**src/rtl/button.sv**
```systemverilog
// Push-button conditioner: two-flop synchronizer, stable-time debounce FSM,
// and one-cycle edge pulses on each accepted level change.
module button #(
   parameter int STABLE_CYCLES = 2_000_000,
   parameter int CNT_W         = $clog2(STABLE_CYCLES)
) (
   input  logic clk,
   input  logic rst_n,
   input  logic noisy,
   output logic debounced,
   output logic p_edge,
   output logic n_edge,
   output logic _edge
);

   typedef enum logic [1:0] {
      LOW       = 2'd0,
      WAIT_HIGH = 2'd1,
      HIGH      = 2'd2,
      WAIT_LOW  = 2'd3
   } state_t;

   // Terminal count: the candidate level has been held long enough
   localparam logic [CNT_W-1:0] CNT_MAX = CNT_W'(STABLE_CYCLES - 1);

   logic             sync1;
   logic             sync0;
   state_t           state;
   logic [CNT_W-1:0] cnt;
   logic             debounced_q;

   // Two-flop synchronizer; only sync0 is safe to use in this domain
   always_ff @(posedge clk or negedge rst_n) begin
      if (!rst_n) begin
         sync1 <= 1'b0;
         sync0 <= 1'b0;
      end else begin
         sync1 <= noisy;
         sync0 <= sync1;
      end
   end

   // Debounce FSM: a new level must persist until the counter reaches its
   // terminal value; any reversal while waiting falls back to the old level.
   // The counter is always cleared on entry and held at the terminal value,
   // so it never wraps.
   always_ff @(posedge clk or negedge rst_n) begin
      if (!rst_n) begin
         state     <= LOW;
         cnt       <= '0;
         debounced <= 1'b0;
      end else begin
         case (state)
            LOW: begin
               debounced <= 1'b0;
               if (sync0) begin
                  state <= WAIT_HIGH;
                  cnt   <= '0;
               end
            end
            WAIT_HIGH: begin
               if (!sync0) begin
                  // glitch: discard and stay low
                  state     <= LOW;
                  debounced <= 1'b0;
               end else if (cnt == CNT_MAX) begin
                  state     <= HIGH;
                  debounced <= 1'b1;
               end else begin
                  cnt <= cnt + 1'b1;
               end
            end
            HIGH: begin
               debounced <= 1'b1;
               if (!sync0) begin
                  state <= WAIT_LOW;
                  cnt   <= '0;
               end
            end
            WAIT_LOW: begin
               if (sync0) begin
                  state     <= HIGH;
                  debounced <= 1'b1;
               end else if (cnt == CNT_MAX) begin
                  state     <= LOW;
                  debounced <= 1'b0;
               end else begin
                  cnt <= cnt + 1'b1;
               end
            end
            default: begin
               // unreachable encodings recover to the idle low state
               state     <= LOW;
               cnt       <= '0;
               debounced <= 1'b0;
            end
         endcase
      end
   end

   // Delayed copy of the filtered level for edge detection
   always_ff @(posedge clk or negedge rst_n) begin
      if (!rst_n) debounced_q <= 1'b0;
      else        debounced_q <= debounced;
   end

   // Pulses are decoded from two flops only, so they cannot glitch
   assign p_edge = debounced & ~debounced_q;
   assign n_edge = ~debounced & debounced_q;
   assign _edge  = debounced ^ debounced_q;

endmodule

```
**config.mk**
```make
export PLATFORM = sky130hd
export DESIGN_NAME = button
export DESIGN_NICKNAME = d
export VERILOG_FILES = /design/src/rtl/button.sv
export SDC_FILE = /design/constraint.sdc
export NUM_CORES = 1
export LEC_CHECK = 0
export BUFFER_PORTS_ARGS = -buffer_cell sky130_fd_sc_hd__buf_2
export CORE_UTILIZATION = 34
export DETAILED_ROUTE_END_ITERATION = 16
export GPL_TIMING_DRIVEN = 1
export SYNTH_ARGS = -nofsm -noshare
export SYNTH_HDL_FRONTEND = slang
export SYNTH_SLANG_ARGS = --single-unit
```
**constraint.sdc**
```tcl
create_clock -name clk -period 2.6 [get_ports clk]
set_clock_uncertainty 0.2 [all_clocks]
set_input_delay 0.13 -clock clk [delete_from_list [all_inputs] [get_ports clk]]
set_output_delay 0.13 -clock clk [all_outputs]
set_load 0.005 [all_outputs]
```
==> summary.txt <==
GRT
  – Initial antenna violation count: 0
  – Largest net degree at the start of global routing: 28
  – Grt ovf: 0
  – First-pass GRT wire length: approximately 7000 µm
  – Vias in the first global route: between 1000 and 1500
  – GRT Overall Usage: ~17%

Logic synthesis
  – Count of flip-flops with a built-in enable after synthesis: 0
  – Main area contributors after synthesis: dfrtp_1, nand2_1, nand4_1, nor2_1, o211ai_1
  – Post-synthesis sequential area ratio: 39.53%
  – Top cell type's share of synthesized area: approximately two fifths
  – Avg Synthesized Cell Area: a little over 9 µm²
  – Syn Nets: 189
  – Synthesized instance count: between 150 and 200
  – Post-synth top area cell: dfrtp_1
  – Ys async rst share: 100.0%
  – Distinct cells, synth: 51
  – Synth warn: 0
  – Dominant synthesized flop cell: dfrtp_1
  – Yosys reg bits: 27
  – Cell area after synthesis: around 1700 µm²

Power
  – PD cells: between 300 and 400 nW/µm²
  – P_leak: a little under 0.8 nW
  – Worst IR Drop VDD: ~0.00026 V
  – Design Power: 734.8 µW

Clock tree
  – CTS clk-pin slew, worst paths: roughly 0.09 ns
  – CTS tree: yes
  – CTS max path bufs: 2
  – Root Driver: clkbuf_8
  – H-tree levels: 1
  – Worst skew pair latency: 0.27 ns
  – CTS buffer count: 3
  – Clock Sinks: 27

Timing
  – Hold slack final: between 0.15 and 0.2 ns
  – Slew @ Worst Pin: 0.6232 ns
  – Final hold vios: 0
  – Ratio of final minimum period to clock period: approximately 95%
  – Setup TNS: 0 ns
  – Max-slew headroom: 58.46%
  – Fmax achieved: 0.4064 GHz
  – RSZ-0062 raised after global routing: false
  – Final slew viol count: 0
  – Min cycle time layout: between 2 and 2.5 ns
  – Final Setup Violations: 0

Floorplanning
  – Core Region: 4786 µm²
  – Ports: 7
  – Die Ht: 72.90 µm
  – Total Die Area: ~5300 µm²
  – Initial core utilization: a little over a third
  – Row Count: 25
  – Chip width: 72.90 µm

Detailed routing
  – ANT nets after route: 0
  – Final wirelength: around 4000 µm
  – Vias: about 1500
  – WL/cell: about 15 µm
  – Vias per inst: 5.676
  – 1st-iter DRT viols: 92
  – Pre-antenna DRT Iters: 4
  – DRC: 0

Layout
  – Layout Cells excl Fill: 262
  – Leading cell type in the layout, fill and taps excluded: dfrtp_1
  – Most frequent cells in the layout: dfrtp_1, nand2_1, buf_4
  – Fraction of layout cells with a size suffix above 1: between 10% and 20%
  – # diodes: 0
  – Nets: 202
  – Layout area overhead: 11.20%

Job
  – Max-cap violations: 0

Placement
  – Gpl congestion: 0.8885
  – Placed cells: ~260
  – Post-DP HPWL: between 2000 and 3000 µm
  – Port bufs: 6

Worst setup path
  – Crit Path Class: flop to flop
  – Data required time of the critical path: about 2.6 ns
  – Crit Path Max Fanout: 6
  – Startpoint Class: flop
  – Critical Path AT: 2.42 ns
  – Crit path capture type: flop

Hold path
  – Hold Path Class: flop to flop

Status
  – Run status: finished, final reports clean
==> per-stage QoR <==
stage	util [%]	setup WS [ns]	area, µm²
final	39.71	0.1394	1901
after global routing	39.71	0.06362	1901
after CTS	39.71	0.1294	1901
after detailed placement	38.35	0.1570	1836
after global placement	38.35	0.1807	1836
after floorplan	-	0.2622	1709
==> where the power goes <==
part | switching (mW) | internal [mW] | total, mW
clock | 0.131 | 0.110 | 0.241
combinational | 0.0369 | 0.0192 | 0.0561
sequential | 0.0104 | 0.428 | 0.438
total | 0.178 | 0.557 | 0.735
==> critical path, cell delays in order (launching register included) <==
cell,delay [ns]
dfrtp_1,0.44
or4_1,0.53
or4_1,0.66
nor3_4,0.18
mux2_1,0.33
==> Yosys cell counts, drive strengths merged (5+ instances only) <==
cell type / instances
dfrtp: 27
nand2: 17
nor2: 12
inv: 9
nand4: 8
clkbuf: 7
o211ai: 7
buf: 6
nand3: 6
o21ai: 6
a21oi: 5
a31oi: 5
and3: 5
nor4: 5
o31ai: 5
==> final timing paths <==
| path | start | endpoint | slack, ns | cells after the start |
|---|---|---|---|---|
| worst min register to register | sync1 | sync0 | 0.16 | 0 |
| min in group asynchronous | rst_n | cnt[16] | 0.20 | 2 |
| worst min-delay path | sync1 | sync0 | 0.16 | 0 |
| max in group asynchronous | rst_n | cnt[2] | 1.59 | 2 |
| worst max register to register | cnt[11] | state[1] | 0.14 | 4 |
| worst max-delay path | cnt[11] | state[1] | 0.14 | 4 |
==> cell type report <==
class	count	area [µm²]
clock buffer	4	45.04
fill	480	2885
multi-input combinational	134	914.6
tap	67	83.83
timing repair buffer	21	147.6
inverter	9	33.78
sequential	27	675.6
==> flip-flops by register name, indices dropped and copies added, names as in the netlist <==
register,cells
sync0,1
debounced_q,1
cnt,21
debounced,1
state,2
sync1,1
==> per-layer routing <==
layer  track usage, %  part of all wire [%]
met3            1.657                   3.3
met1            25.72                    50
met2            25.44                    46
met5                0                     0
met4            3.922                  0.84
==> logic make-up (layout without fill, tap and decap cells) <==
kind of cell | after synthesis | count (layout) | synth area share, %
compound gates | 51 | 51 | 22.33
xor+xnor | 2 | 2 | 1.025
fa+ha+maj | 3 | 3 | 2.196
buf+inv | 22 | 34 | 7.393
flops | 27 | 27 | 39.53
mux | 4 | 4 | 2.416
simple gates | 74 | 74 | 25.11
==> repair_timing <==
item                       4_1_cts  5_1_grt
setup endpoints to repair        0        0
hold buffers                     2        0
setup buffers                    0        0
resized for setup                0        0
hold endpoints to repair        28        0
No activity file was read; power rests on OpenSTA's default activity.
